--- src/rtl/mips_mc_ctrl.sv ---
// rtl/mips_mc_ctrl.sv - multi-cycle MIPS control FSM; optional ILLEGAL_TRAP_EN adds illegal-instruction halt
module mips_mc_ctrl #(
  parameter int OP_W           = 4,
  parameter int RESET_STATE_IF = 1
) (
  input  logic            clk,
  input  logic            rst,
  input  logic [5:0]      opcode,
  input  logic [5:0]      funct,
  input  logic            alu_zero,
  input  logic            mem_ready,
  output logic [OP_W-1:0] alu_op,
  output logic            alu_src_a,
  output logic [1:0]      alu_src_b,
  output logic            aluout_we,
  output logic            pc_we,
  output logic [1:0]      pc_src,
  output logic            ir_we,
  output logic            mem_re,
  output logic            mem_we,
  output logic            iord,
  output logic            reg_we,
  output logic            reg_dst,
  output logic            mem_to_reg,
  output logic            retire
`ifdef ILLEGAL_TRAP_EN
  ,
  output logic            illegal
`endif
);

  // ALU operation encodings shared with the ALU
  localparam logic [OP_W-1:0] ALU_ADD   = OP_W'(0);
  localparam logic [OP_W-1:0] ALU_SUB   = OP_W'(1);
  localparam logic [OP_W-1:0] ALU_OR    = OP_W'(2);
  localparam logic [OP_W-1:0] ALU_LUI   = OP_W'(3);
  localparam logic [OP_W-1:0] ALU_ADDIU = OP_W'(4);
  localparam logic [OP_W-1:0] ALU_NOR   = OP_W'(5);

  localparam logic [5:0] OP_RTYPE = 6'b000000;
  localparam logic [5:0] OP_ORI   = 6'b001101;
  localparam logic [5:0] OP_LUI   = 6'b001111;
  localparam logic [5:0] OP_ADDIU = 6'b001001;
  localparam logic [5:0] OP_LW    = 6'b100011;
  localparam logic [5:0] OP_SW    = 6'b101011;
  localparam logic [5:0] OP_BEQ   = 6'b000100;
  localparam logic [5:0] OP_J     = 6'b000010;

  localparam logic [5:0] FN_ADDU = 6'b100001;
  localparam logic [5:0] FN_ADD  = 6'b100000;
  localparam logic [5:0] FN_SUBU = 6'b100011;
  localparam logic [5:0] FN_SUB  = 6'b100010;
  localparam logic [5:0] FN_NOR  = 6'b100111;

  typedef enum logic [3:0] {
    S_IF   = 4'd0,
    S_ID   = 4'd1,
    S_EX_R = 4'd2,
    S_WB_R = 4'd3,
    S_EX_I = 4'd4,
    S_WB_I = 4'd5,
    S_ADDR = 4'd6,
    S_MRD  = 4'd7,
    S_WB_M = 4'd8,
    S_MWR  = 4'd9,
    S_BR   = 4'd10,
    S_J    = 4'd11,
    S_HALT = 4'd12
  } state_t;

  // Fetch is the only legal reset state; the parameter exists for interface compatibility
  localparam state_t RESET_ST = (RESET_STATE_IF != 0) ? S_IF : S_IF;

`ifdef ILLEGAL_TRAP_EN
  localparam state_t S_BAD = S_HALT;
`else
  localparam state_t S_BAD = S_IF;
`endif

  state_t          state;
  state_t          state_nx;
  logic            funct_ok;
  logic [OP_W-1:0] r_op;
  logic [OP_W-1:0] i_op;

  // R-type funct decode: ALU op and legality
  always_comb begin
    funct_ok = 1'b1;
    r_op     = ALU_ADD;
    case (funct)
      FN_ADDU, FN_ADD: r_op = ALU_ADD;
      FN_SUBU, FN_SUB: r_op = ALU_SUB;
      FN_NOR:          r_op = ALU_NOR;
      default:         funct_ok = 1'b0;
    endcase
  end

  // I-type immediate ALU op from opcode
  always_comb begin
    i_op = ALU_ADDIU;
    case (opcode)
      OP_ORI:  i_op = ALU_OR;
      OP_LUI:  i_op = ALU_LUI;
      default: i_op = ALU_ADDIU;
    endcase
  end

  // State register; reset lands in fetch immediately
  always_ff @(posedge clk or posedge rst) begin
    if (rst) state <= RESET_ST;
    else     state <= state_nx;
  end

  // Next-state and Moore output decode
  always_comb begin
    state_nx   = S_IF;
    alu_op     = '0;
    alu_src_a  = 1'b0;
    alu_src_b  = 2'b00;
    aluout_we  = 1'b0;
    pc_we      = 1'b0;
    pc_src     = 2'b00;
    ir_we      = 1'b0;
    mem_re     = 1'b0;
    mem_we     = 1'b0;
    iord       = 1'b0;
    reg_we     = 1'b0;
    reg_dst    = 1'b0;
    mem_to_reg = 1'b0;
    retire     = 1'b0;
    case (state)
      S_IF: begin
        mem_re    = 1'b1;
        alu_src_b = 2'b01;
        alu_op    = ALU_ADD;
        // PC/IR update only on a completed fetch, never while reset is held
        pc_we     = mem_ready & ~rst;
        ir_we     = mem_ready & ~rst;
        state_nx  = mem_ready ? S_ID : S_IF;
      end
      S_ID: begin
        alu_src_b = 2'b11;
        alu_op    = ALU_ADD;
        aluout_we = 1'b1;
        case (opcode)
          OP_RTYPE:                state_nx = funct_ok ? S_EX_R : S_BAD;
          OP_ORI, OP_LUI, OP_ADDIU: state_nx = S_EX_I;
          OP_LW, OP_SW:            state_nx = S_ADDR;
          OP_BEQ:                  state_nx = S_BR;
          OP_J:                    state_nx = S_J;
          default:                 state_nx = S_BAD;
        endcase
      end
      S_EX_R: begin
        alu_src_a = 1'b1;
        alu_op    = r_op;
        aluout_we = 1'b1;
        state_nx  = S_WB_R;
      end
      S_WB_R: begin
        reg_we   = 1'b1;
        reg_dst  = 1'b1;
        retire   = 1'b1;
        state_nx = S_IF;
      end
      S_EX_I: begin
        alu_src_a = 1'b1;
        alu_src_b = 2'b10;
        alu_op    = i_op;
        aluout_we = 1'b1;
        state_nx  = S_WB_I;
      end
      S_WB_I: begin
        reg_we   = 1'b1;
        retire   = 1'b1;
        state_nx = S_IF;
      end
      S_ADDR: begin
        alu_src_a = 1'b1;
        alu_src_b = 2'b10;
        alu_op    = ALU_ADD;
        aluout_we = 1'b1;
        state_nx  = (opcode == OP_SW) ? S_MWR : S_MRD;
      end
      S_MRD: begin
        mem_re   = 1'b1;
        iord     = 1'b1;
        state_nx = mem_ready ? S_WB_M : S_MRD;
      end
      S_WB_M: begin
        reg_we     = 1'b1;
        mem_to_reg = 1'b1;
        retire     = 1'b1;
        state_nx   = S_IF;
      end
      S_MWR: begin
        mem_we   = 1'b1;
        iord     = 1'b1;
        retire   = mem_ready;
        state_nx = mem_ready ? S_IF : S_MWR;
      end
      S_BR: begin
        alu_src_a = 1'b1;
        alu_op    = ALU_SUB;
        pc_src    = 2'b01;
        pc_we     = alu_zero;
        retire    = 1'b1;
        state_nx  = S_IF;
      end
      S_J: begin
        pc_src   = 2'b10;
        pc_we    = 1'b1;
        retire   = 1'b1;
        state_nx = S_IF;
      end
`ifdef ILLEGAL_TRAP_EN
      S_HALT: state_nx = S_HALT;
`endif
      default: state_nx = S_IF;
    endcase
  end

`ifdef ILLEGAL_TRAP_EN
  // Trap flag is simply "parked in the halt state"
  assign illegal = (state == S_HALT);
`endif

endmodule

--- config.mk ---
export PLATFORM = sky130hd
export DESIGN_NAME = mips_mc_ctrl
export DESIGN_NICKNAME = d
export VERILOG_FILES = /design/src/rtl/mips_mc_ctrl.sv
export SDC_FILE = /design/constraint.sdc
export NUM_CORES = 1
export LEC_CHECK = 0
export BUFFER_PORTS_ARGS = -buffer_cell sky130_fd_sc_hd__buf_4
export CAP_MARGIN = 20
export CELL_PAD_IN_SITES_DETAIL_PLACEMENT = 1
export CELL_PAD_IN_SITES_GLOBAL_PLACEMENT = 2
export CORE_UTILIZATION = 19
export DETAILED_ROUTE_END_ITERATION = 12
export PLACE_DENSITY_LB_ADDON = 0.05
export SLEW_MARGIN = 10
export SYNTH_ARGS = -nofsm -noshare
export SYNTH_HDL_FRONTEND = slang
export SYNTH_SLANG_ARGS = --single-unit
--- constraint.sdc ---
create_clock -name clk -period 1.1 [get_ports clk]
set_clock_uncertainty 0.05 [all_clocks]
set_input_delay 0 -clock clk [delete_from_list [all_inputs] [get_ports clk]]
set_output_delay 0 -clock clk [all_outputs]
set_load 0.005 [all_outputs]
### After elaboration in Yosys (flattened, before gate mapping)

Cells that the tools add are included.

* eq/ne operators: 23
* bitwise gates (word level): 2
* reduce and logical (&&, ||, !) cells: 13
* multiplexer cells: 24

Operator list (number)
* $eq A6 B6 Y1 const B: 7
* $pmux W4 S7: 1
* $pmux W4 S5: 1
* $eq A6 B4 Y1 const B: 3
* $eq A4 B3 Y1 const B: 4
* $eq A4 B4 Y1 const B: 4
* $mux W4: 3
* $pmux W3 S2: 2
* $pmux W4 S3: 1
* $mux W1: 11
* $reduce_or A2 Y1: 5
* $reduce_or A5 Y1: 2
* $eq A4 B2 Y1 const B: 2
* $reduce_or A4 Y1: 2
* $eq A6 B2 Y1 const B: 1
* $eq A6 B3 Y1 const B: 1
* $logic_not A6 Y1: 1
* $pmux W2 S3: 1
* $reduce_or A3 Y1: 2
* $eq A4 B1 Y1 const B: 1
* $logic_not A4 Y1: 1
* $pmux W2 S2: 1
* $pmux W1 S3: 1
* $mux W2: 1
* 3 further kinds: 3

* output and inout port bits: 19
* logic and storage cells: 63
* register bits after elaboration: 4
* input port bits: 16

### Logic depth before layout (Yosys ltp)

Gate-level depths: netlist of the first run.

* word-level depth: 6
* gate-level depth with buffers: 5
* mapped depth without buffers: 4

### Least setup slack after synthesis of the first run

Ideal clock, no wire load.

* path type: register to register
* from: reg state[1]
* to: reg state[1]
* cell stages (with the launch flop): 6
* setup slack: -0.118 ns
* data required time: 0.958 ns
* setup time: 0.092 ns
* buffers on the path: 1
* period minus slack after synthesis: 1.218 ns
* arrival: 1.076 ns
* cell sequence: dfrtp_1 buf_2 nand2b_1 nor3_2 nand3_1 o31ai_2

* longest elaborated chain between the ends: 2
* elaborated cells between the ends (all ways): 8
* those cells by class: eq/ne: 6; mux: 1; reduce/logical: 1

RTL lines
* from (decl): RTL line 80 `state_t state;`
* from (signal assigned): RTL line 111 `else state <= state_nx;`
* $eq A4 B4 Y1 (tied with other cells): RTL line 131 `case (state)`
* $pmux W4 S7 (*): RTL line 131
* via state_nx[1]: RTL line 81 `state_t state_nx;`

Mark *: on every way through the listed nets, which the timed path passes. The rest lies on a longest branch.

### Final worst setup path of the first run

* from: reg state[2]
* to: out iord

* longest elaborated chain between the ends: 3
* elaborated cells between the ends (all ways): 4
* those cells by class: eq/ne: 2; mux: 1; reduce/logical: 1

RTL lines
* $eq A4 B4 Y1 or $eq A4 B3 Y1 (tied branches): RTL line 131
* $reduce_or A2 Y1 (no source line) (*)
* $mux W1 (*): RTL line 131
* to (decl): RTL line 21 `output logic iord,`

Every way passes the cells marked *; elsewhere a longest branch is shown, timed or not.

==> results of run 1 <==
==> metal layers <==
metal  global-route usage  vias up  wire, um
met5                    0        -         0
met4               0.0540        0        48
met3               0.0147        4        91
met2                0.318       30      1650
met1                0.184      481      1180
li1                     -      506         -
==> logic make-up (layout without fill, tap and decap cells) <==
group                     count (synthesis)  in the layout
muxes                                     1              1
xor gates and xnor gates                  1              1
and+or+nand+nor                          52             52
DFF                                       4              4
AOI/OAI and AO/OA                        28             28
other                                     1              1
buffers and inverters                    13             88
==> synth_stat cells (all sizes together), types with 4 or more instances <==
library cell	count	area, sq um
inv	5	18.8
nand3	4	20.0
o21ai	7	35.0
nor2	12	45.0
buf	7	37.5
dfrtp	4	100
nor3	8	45.0
nand2	11	41.3
nand2b	5	31.3
a21oi	6	30.0
==> metrics by stage <==
stage / cells / util
6_report: 221 / 0.451
5_1_grt: 221 / 0.451
4_1_cts: 218 / 0.424
3_5_place_dp: 203 / 0.357
3_3_place_gp: 203 / 0.357
2_1_floorplan: 100 / -
==> worst max-delay path, cell delays in order, from the launching register on <==
cell,delay [ns]
dfrtp_2,0.42
buf_4,0.15
nor2b_1,0.23
nand2_2,0.10
o21ai_0,0.07
and2_1,0.14
buf_4,0.10
==> cell type report <==
| cell class | count | area (sq um) |
|---|---|---|
| Clock buffer | 3 | 22.5 |
| Inverter | 5 | 18.8 |
| Sequential cell | 4 | 105 |
| Multi-Input combinational cell | 83 | 626 |
| Fill cell | 430 | 1850 |
| Timing Repair Buffer | 80 | 687 |
| Tap cell | 46 | 57.6 |
==> what timing repair did <==
item | 4_1_cts | 5_1_grt
endpoints found under the setup margin | 22 | 22
pin swaps | 11 | 12
hold buffers | 1 | 0
endpoints found under the hold margin | 4 | 0
setup buffers | 12 | 5
gates resized for setup | 34 | 20
==> where the power goes <==
part | internal, uW | switching (uW)
Sequential | 200 | 93.5
Clock | 122 | 57.2
Combinational | 1220 | 941
==> path summary, 6_finish.rpt <==
check | end | slack, ns | cells past startpoint | from
worst max-delay path | iord | -0.40 | 6 | state[2]$_DFF_PP0_
worst min-delay path | state[2]$_DFF_PP0_ | 0.11 | 3 | opcode[5]
worst max register to register | state[1]$_DFF_PP0_ | -0.32 | 6 | state[2]$_DFF_PP0_
worst min register to register | state[0]$_DFF_PP0_ | 0.62 | 2 | state[3]$_DFF_PP0_
max in group asynchronous | state[1]$_DFF_PP0_ | 0.60 | 3 | rst
min in group asynchronous | state[3]$_DFF_PP0_ | 0.20 | 3 | rst
==> placed cells by master (no fill, tap or decap), drive strengths merged <==
master,synthesis,layout
a2111oi,1,1
and2b,2,2
dfrtp,4,4
a21o,2,2
o21bai,2,2
nor2b,2,2
dlygate4sd3,0,1
o21ai,7,7
xor2,1,1
buf,7,79
mux2i,1,1
o22ai,2,2
o21a,2,2
nor4bb,1,1
nand4,1,1
o2111ai,1,1
a21oi,6,6
a211oi,2,2
nor2,12,12
nor4,2,2
inv,5,5
clkbuf,1,3
nand2,11,11
conb,1,1
nand3,4,4
and3,1,1
a31oi,1,1
nand2b,5,5
and4,1,1
a311oi,1,1
nor3b,1,1
nor3,8,8
o31ai,1,1
and2,1,1
==> summary.md, run 1 <==
| Metric | Value |
|---|---|
| Syn-to-layout area delta | 127% |
| Outcome | finished, violations left |
| Largest net degree at the start of global routing | 9 |
| Mux share of post-synthesis cell area | 0.0150 |
| Routability Congestion | 0.734 |
| Cells after synthesis | 100 |
| Total CTS buffers | 3 |
| Post-route clock period utilization | 1.36 |
| Drt drc | 0 |
| Arr. time, crit path | 1.45 ns |
| Seq/Total Area, Yosys | 0.150 |
| Final hold violations | 0 |
| Worst skew pair latency | 0.23 ns |
| Worst-path clk slew | 0.04 ns |
| Area after DPL | roughly 1200 sq um |
| First-pass GRT wire length | 4480 um |
| Die width | 61.4 um |
| Critical-path maximum fanout | 6 |
| Total power | 2630 uW |
| Adder-cell share of the synthesized area | 0 |
| GRT Total Usage | 0.163 |
| Final ANT Viol Nets | 0 |
| IO Pins | 35 |
| Synth Area in Simple Gates | 0.428 |
| Hold slack | about 0.11 ns |
| Synth Area in Compound Gates | 0.299 |
| Synth Warn # | 0 |
| Clock sink count | 4 |
| Startpoint types | flip-flop |
| Dpl hpwl | 2160 um |
| Final setup violation count | 22 |
| Setup_tns | -5.96 ns |
| Netlist cell types | 39 |
| VDD IR-drop max | 438 uV |
| RSZ-0062 raised after global routing | true |
| Post-route setup slack | -0.399 ns |
| Routed via count | 1021 |
| H-tree level count | 1 |
| Die area | 3760 sq um |
| Row Count | 21 |
| Final Max Slew Viols | 0 |
| Fraction of registers with async set/reset | 1.00 |
| Initial Util | 0.199 |
| Yosys reg bits | 4 |
| IO Port Bufs | 33 |
| # diodes | 0 |
| Grt ovf | 0 |
| Max FFs per register | 4 |
| Initial antenna violation count | 0 |
| Max Buffers Root-to-Sink | 2 |
| Syn Nets | 116 |
| Fin area | 1520 sq um |
| Nets | 193 |
| Max-cap violations | 0 |
| Crit Path Category | reg2out |
| Pre-CTS setup slack | -0.254 ns |
| Initial drt markers | 29 |
| PwrDens | between 1500 and 2000 nW/um^2 |
| Min Clock Period, post-route | about 1.5 ns |
| Avg Synthesized Cell Area | 6.69 sq um |
| Largest family of logic cells by synthesized area | simple AND/OR/NAND/NOR gates |
| Crit end category | output pin |
| Violations in the final reports | negative setup slack |
| Top FF cell, synth | dfrtp_1 |
| P_leak | about 0.00069 uW |
| Worst Path Required | between 1 and 1.5 ns |
| Post-Synth XOR/XNOR Area | 0.0131 |
| Via density per instance | around 4.6 |
| Total length of routed wires | between 2000 and 3000 um |
| Min-Delay Path Class | in2reg |
| Root buf cell | clkbuf_4 |
| CTS tree | done |
| Routed length per instance | around 13 um |
| Pre-antenna DRT Iters | 4 |
| Share of layout cells above drive strength 1 | 0.646 |
| Synthesized area | 669 sq um |
| EDFF count, synth | 0 |
| Regs by FF count | state (4) |
| Most flops, register | state |
| Vias in the first global route | 973 |
| Core footprint | 3360 sq um |
| Max Fclk | 667 MHz |
| Die H | 61.4 um |
Power figures use the tool's default switching activity.
==> inputs of run 2 (changes only) <==
--- a/config.mk
+++ b/config.mk
@@ -6,11 +6,9 @@
 export NUM_CORES = 1
 export LEC_CHECK = 0
 export BUFFER_PORTS_ARGS = -buffer_cell sky130_fd_sc_hd__buf_4
-export CAP_MARGIN = 20
-export CELL_PAD_IN_SITES_DETAIL_PLACEMENT = 1
-export CELL_PAD_IN_SITES_GLOBAL_PLACEMENT = 2
-export CORE_UTILIZATION = 19
+export CORE_UTILIZATION = 40
 export DETAILED_ROUTE_END_ITERATION = 12
+export GPL_ROUTABILITY_DRIVEN = 1
 export PLACE_DENSITY_LB_ADDON = 0.05
 export SLEW_MARGIN = 10
 export SYNTH_ARGS = -nofsm -noshare
==> run 2 against run 1 <==
Net effect:
- the flow still finishes with violations (negative setup slack)
- critical path depth decreased by 1
- final area decreased by 3.9%
- wire length increased by 28%
- core utilization increased by 49 points
- fmax decreased by 3.4%
- critical endpoint is now alu_op[2]
- largest cell class is now multi-input gates
==> summary.md, run 2 (synthesis results as in run 1) <==
| Metric | Value |
|---|---|
| Post-route clock period utilization | 1.41 (+0.0480) |
| Clock sink count | 4 (unchanged) |
| Global route hottest layer | met2 |
| CP bufs+invs | 2 (unchanged) |
| Slowest-stage cell, CP | dfrtp_2 |
| Finished Core Util | 0.946 (+0.495) |
| Routed length per instance | 20.6 um (+53%) |
| Share of layout cells above drive strength 1 | 0.667 (+0.0210) |
| CTS tree | done |
| Initial antenna violation count | 0 (unchanged) |
| Min-Delay Path Class | in2reg |
| Initial drt markers | 53 (+83%) |
| Outcome | finished, violations left |
| Hold Crit Depth | 4 (+1) |
| Routed via count | 1151 (+13%) |
| Nets | 186 (-3.6%) |
| IO Pins | 35 (unchanged) |
| Worst-path clk slew | 0.04 ns (about the same) |
| P_leak | 0.000668 uW (-3.8%) |
| Die area | 1840 sq um (-51%) |
| Row Count | 14 (-33%) |
| VDD IR-drop max | 1270 uV (+190%) |
| Critical-path maximum fanout | 6 (unchanged) |
| Crit path max-delay family | flip-flops |
| Grt ovf | 0 (unchanged) |
| Critical path, cell by cell | inv_1 -> a311oi_2 -> a21oi_1 -> nor3_1 -> buf_4 |
| Drt drc | 0 (unchanged) |
| Slew HR | 0.676 |
| Syn-to-layout area delta | 118% |
| IO Port Bufs | 33 (unchanged) |
| Worst skew pair latency | 0.25 ns (+0.02 ns) |
| H-tree level count | 1 (unchanged) |
| Dpl hpwl | 1700 um (-21%) |
| Most flops, register | state |
| Violations in the final reports | negative setup slack |
| Commonest cells after routing, fill and taps aside | 56 x buf_4, 16 x buf_6, 7 x nor2_1, 7 x nand2_1, 5 x o21ai_0 |
| Vias in the first global route | 932 (-4.2%) |
| R2R depth | 6 (unchanged) |
| Max Fclk | 645 MHz (-3.4%) |
| PwrDens | 2020 nW/um^2 (+16%) |
| Pre-antenna DRT Iters | 4 (unchanged) |
| First-pass GRT wire length | 3990 um (-11%) |
| Via density per instance | 6.26 (+35%) |
| Min Clock Period, post-route | 1.55 ns (+0.0528 ns) |
| Crit Path Category | reg2out |
| Final hold violations | 0 (unchanged) |
| Layout fillers | 47 (-89%) |
| GRT met2 Usage | 0.533 (+0.215) |
| Met3 Track Usage GR | 0.0255 (+0.0108) |
| Final Max Slew Viols | 0 (unchanged) |
| Final setup violation count | 22 (unchanged) |
| Core footprint | 1540 sq um (-54%) |
| Slowest stage delay, CP | 0.44 ns (+0.02 ns) |
| # diodes | 0 (unchanged) |
| Setup_tns | -7.21 ns (-1.25 ns) |
| Max Buffers Root-to-Sink | 2 (unchanged) |
| RSZ-0062 raised after global routing | true |
| Max-cap violations | 0 (unchanged) |
| Die H | 42.9 um (-30%) |
| Routability Congestion | 0.887 (+21%) |
| Crit end category | output pin |
| Total CTS buffers | 3 (unchanged) |
| Worst Path Required | 1.05 ns (about the same) |
| GRT Total Usage | 0.282 (+0.119) |
| Max FFs per register | 4 (unchanged) |
| Startpoint types | flip-flop |
| Total length of routed wires | 3780 um (+28%) |
| Arr. time, crit path | 1.50 ns (+0.05 ns) |
| Most common cell after layout, fill and taps aside | buf_4 |
| Largest net degree at the start of global routing | 11 (+2) |
| Measured slew at the worst slew-check pin | ~0.48 ns |
| Met1 usage | 0.322 (+0.139) |
| Regs by FF count | state (4) |
| Crit path depth | 5 (-1) |
| Die width | 42.9 um (-30%) |
| Root buf cell | clkbuf_4 |
| Final ANT Viol Nets | 0 (unchanged) |
| Initial Util | 0.434 (+0.235) |
| Post-route setup slack | -0.451 ns (-0.0528 ns) |
run 2: cell count changes in the layout (fill, tap and decap cells not counted), moves of 2 or more:
cell | previous run | this run
buf_4 | 59 | 56
buf_6 | 19 | 16
nor2_1 | 9 | 7
nor2_4 | 2 | 4
run 2: area by class of cell:
class	instances	area, sq um	area share
well taps	16	20.0	0.0137
clock buffers	3	22.5	0.0155
inverters	5	18.8	0.0129
repair buffers	73	611	0.419
multi-input cells	83	682	0.468
flip-flops and latches	4	104	0.0712
run 2: stage by stage:
stage | instance area [sq um] | hold slack, ns | power, uW | setup slack [ns] | instances
2_1_floorplan | 693 | -0.279 | 1000 | -0.102 | 100
3_3_place_gp | 1100 | -0.152 | 1710 | -0.179 | 167
3_5_place_dp | 1100 | -0.146 | 1740 | -0.243 | 167
4_1_cts | 1220 | 0.0497 | 2170 | -0.339 | 174
5_1_grt | 1460 | 0.0820 | 3030 | -0.518 | 184
6_report | 1460 | 0.0653 | 2940 | -0.451 | 184
run 2: worst paths after layout:
| kind | end | slack, ns | start |
|---|---|---|---|
| worst min-delay path | state[1]$_DFF_PP0_ | 0.07 | opcode[1] |
| worst max register to register | state[0]$_DFF_PP0_ | -0.32 | state[2]$_DFF_PP0_ |
| worst max-delay path | alu_op[2] | -0.45 | state[2]$_DFF_PP0_ |
| max in group asynchronous | state[2]$_DFF_PP0_ | 0.58 | rst |
| worst min register to register | state[1]$_DFF_PP0_ | 0.77 | state[1]$_DFF_PP0_ |
| min in group asynchronous | state[1]$_DFF_PP0_ | 0.20 | rst |
run 2: what timing repair did:
item                                   in CTS  in global routing
buffers inserted                            3                 11
setup endpoints to repair                  22                 22
endpoints found under the hold margin       4                  0
pin swaps                                   4                 16
hold buffers                                1                  0
gates resized for setup                    17                 39
run 2: power breakdown:
group	switching (uW)	internal [uW]	total, uW	leakage, uW
Combinational	1130	1280	2420	0.000605
Sequential	119	198	317	0.0000491
Clock	85.6	124	209	0.0000138
Total	1340	1610	2940	0.000668
run 2: worst min-delay path, stage by stage:
cell and delay, ns:
buf_4 0.12, nand2_1 0.06, nand3_1 0.08, o31ai_2 0.06
run 2: metal layers:
layer	part of all wire	routed length, um
met1	0.37	1390
met2	0.51	1930
met3	0.078	294
met4	0.044	168
met5	0	0
==> inputs of run 3 (changes only) <==
--- a/config.mk
+++ b/config.mk
@@ -10,6 +10,7 @@
 export DETAILED_ROUTE_END_ITERATION = 12
 export GPL_ROUTABILITY_DRIVEN = 1
 export PLACE_DENSITY_LB_ADDON = 0.05
+export SKIP_LAST_GASP = 1
 export SLEW_MARGIN = 10
 export SYNTH_ARGS = -nofsm -noshare
 export SYNTH_HDL_FRONTEND = slang
==> run 3 against run 2 <==
Net effect:
- the run still ends with negative setup slack left
- final cell count did not move
- register-to-register slack improved by 0.04 ns
- flip-flop and latch count unchanged
- wire length decreased by 6.3%
- combinational power decreased by 3%
- clock power fell by 9%
- die area unchanged
- critical path type unchanged
- critical endpoint is now reg_we
==> summary.md, run 3 (synthesis results as in run 1) <==
| Metric | Value |
|---|---|
| Outcome | finished, violations left |
| Violations in the final reports | negative setup slack |
| H-tree level count | 1 (unchanged) |
| Startpoint types | flip-flop |
| Total length of routed wires | 3540 um (-6.3%) |
| CTS tree | done |
| Non-Filler Instances | 184 (unchanged) |
| Worst skew pair latency | 0.24 ns (about the same) |
| RSZ-0062 raised after global routing | true |
| # diodes | 0 (unchanged) |
| Max FFs per register | 4 (unchanged) |
| Routed length per instance | 19.3 um (-6.3%) |
| Setup slack, reg-to-reg | -0.28 ns (+0.04 ns) |
| Post-route setup slack | -0.429 ns (+0.0229 ns) |
| Hold endpoint | state[1]$_DFF_PP0_ |
| Vias in the first global route | 932 (unchanged) |
| R2R depth | 6 (unchanged) |
| Clock sink count | 4 (unchanged) |
| Pre-antenna DRT Iters | 4 (unchanged) |
| Hold Crit Depth | 4 (unchanged) |
| Slowest stage delay, CP | 0.44 ns (about the same) |
| Critical path, cell by cell | buf_4 -> buf_4 -> nor3_4 -> o21bai_1 -> buf_4 |
| Final setup violation count | 22 (unchanged) |
| Dpl hpwl | 1700 um (unchanged) |
| Share of layout cells above drive strength 1 | 0.661 (-0.00595) |
| GRT Total Usage | 0.282 (unchanged) |
| Hold Path Origin | opcode[1] |
| Worst-path clk slew | 0.04 ns (about the same) |
| Multi-input gate area | 672 sq um (-1.5%) |
| Initial drt markers | 43 (-19%) |
| Max Fclk | 654 MHz (+1.5%) |
| Row Count | 14 (unchanged) |
| R2r startpoint | state[2]$_DFF_PP0_ |
| IO Pins | 35 (unchanged) |
| Reg2reg end | state[0]$_DFF_PP0_ |
| PwrDens | 1990 nW/um^2 (-1.4%) |
| Via density per instance | 6.19 (-1.0%) |
| Largest net degree at the start of global routing | 11 (unchanged) |
| Slowest-stage cell, CP | dfrtp_2 |
| IO Port Bufs | 33 (unchanged) |
| Min-Delay Path Class | in2reg |
| Layout fillers | 55 (+17%) |
| Grt ovf | 0 (unchanged) |
| Critical-path maximum fanout | 6 (unchanged) |
| Reg area | 104 sq um (unchanged) |
| Regs by FF count | state (4) |
| Die width | 42.9 um (unchanged) |
| Final hold violations | 0 (unchanged) |
| Crit end category | output pin |
| VDD IR-drop max | 1210 uV (-4.2%) |
| Total CTS buffers | 3 (unchanged) |
| Area after DPL | 1100 sq um (unchanged) |
| Die area | 1840 sq um (unchanged) |
| Placed cells | 167 (unchanged) |
| Commonest cells after routing, fill and taps aside | 60 x buf_4, 12 x buf_6, 7 x nor2_1, 7 x nand2_1, 5 x o21ai_0 |
| Final Max Slew Viols | 0 (unchanged) |
| P_leak | 0.000663 uW (-0.70%) |
| Crit Path Category | reg2out |
| Routability Congestion | 0.887 (unchanged) |
| First-pass GRT wire length | 3990 um (unchanged) |
| Final ANT Viol Nets | 0 (unchanged) |
| Fin area | 1430 sq um (-1.7%) |
| Worst Path Required | 1.05 ns (about the same) |
| Die H | 42.9 um (unchanged) |
| Min Clock Period, post-route | 1.53 ns (-0.0229 ns) |
| Routed via count | 1139 (-1.0%) |
| Syn-to-layout area delta | 114% |
| Max-cap violations | 0 (unchanged) |
| Drt drc | 0 (unchanged) |
| Initial Util | 0.434 (unchanged) |
| Initial antenna violation count | 0 (unchanged) |
| Max Buffers Root-to-Sink | 2 (unchanged) |
| Core footprint | 1540 sq um (unchanged) |
| Most flops, register | state |
| Post-route clock period utilization | 1.39 (-0.0208) |
| Nets | 186 (unchanged) |
| CP dominant cell by count | buf_4 |
| Most common cell after layout, fill and taps aside | buf_4 |
| Root buf cell | clkbuf_4 |
| Arr. time, crit path | 1.48 ns (-0.02 ns) |
## run 3: cell count changes in the layout (fill, tap and decap cells not counted)
cell | before | now
buf_4 | 56 | 60
buf_6 | 16 | 12
nor2_2 | 1 | 2
nor2_4 | 4 | 3
nor3b_1 | 0 | 1
nor3b_2 | 1 | 0
## run 3: timing repair
action	in CTS	in global routing
endpoints found under the hold margin	4	0
gates resized for setup	17	33
hold buffers	1	0
setup endpoints to repair	22	22
pin swaps	4	16
buffers inserted	3	11
## run 3: per-stage QoR
step	setup TNS (ns)	setup slack, ns	hold slack [ns]	util	total power (uW)
5_1_grt	-7.30	-0.444	0.0572	0.929	2980
2_1_floorplan	-0.175	-0.102	-0.279	-	1000
4_1_cts	-5.50	-0.339	0.0497	0.793	2170
3_3_place_gp	-1.88	-0.179	-0.152	0.717	1710
6_report	-6.48	-0.429	0.0543	0.929	2850
3_5_place_dp	-2.55	-0.243	-0.146	0.717	1740
## run 3: worst max-delay path by stage
stage | from | to | cells after the start
5_1_grt | state[2]$_DFF_PP0_ | reg_we | 5
2_1_floorplan | state[1]$_DFF_PP0_ | state[1]$_DFF_PP0_ | 5
3_3_place_gp | state[2]$_DFF_PP0_ | alu_op[2] | 5
6_report | state[2]$_DFF_PP0_ | reg_we | 5
4_1_cts | state[2]$_DFF_PP0_ | alu_op[2] | 5
3_5_place_dp | state[2]$_DFF_PP0_ | state[1]$_DFF_PP0_ | 4
## run 3: area by class of cell
cell class                      count  share of cell area
Multi-Input combinational cell     83               0.469
Inverter                            5              0.0131
Timing Repair Buffer               73               0.416
Tap cell                           16              0.0140
Clock buffer                        3              0.0157
Sequential cell                     4              0.0725
## run 3: routing by layer
layer  track usage  part of all wire  vias up
li1              -                 -      487
met1         0.322              0.37      534
met2         0.533              0.49       96
met3        0.0255             0.084       22
met4         0.100             0.063        0
met5             0                 0        -
## run 3: report_power, final
part           internal (uW)  switching (uW)
Clock                    123            68.6
Combinational           1260            1090
Sequential               198             108
Total                   1580            1270
## run 3: worst max-delay path: cells and delay by family (launching register included)
| family | cells | cell delay (ns) |
|---|---|---|
| buffers and inverters | 3 | 0.43 |
| and+or+nand+nor | 1 | 0.20 |
| AOI/OAI and AO/OA | 1 | 0.16 |
| DFF | 1 | 0.44 |
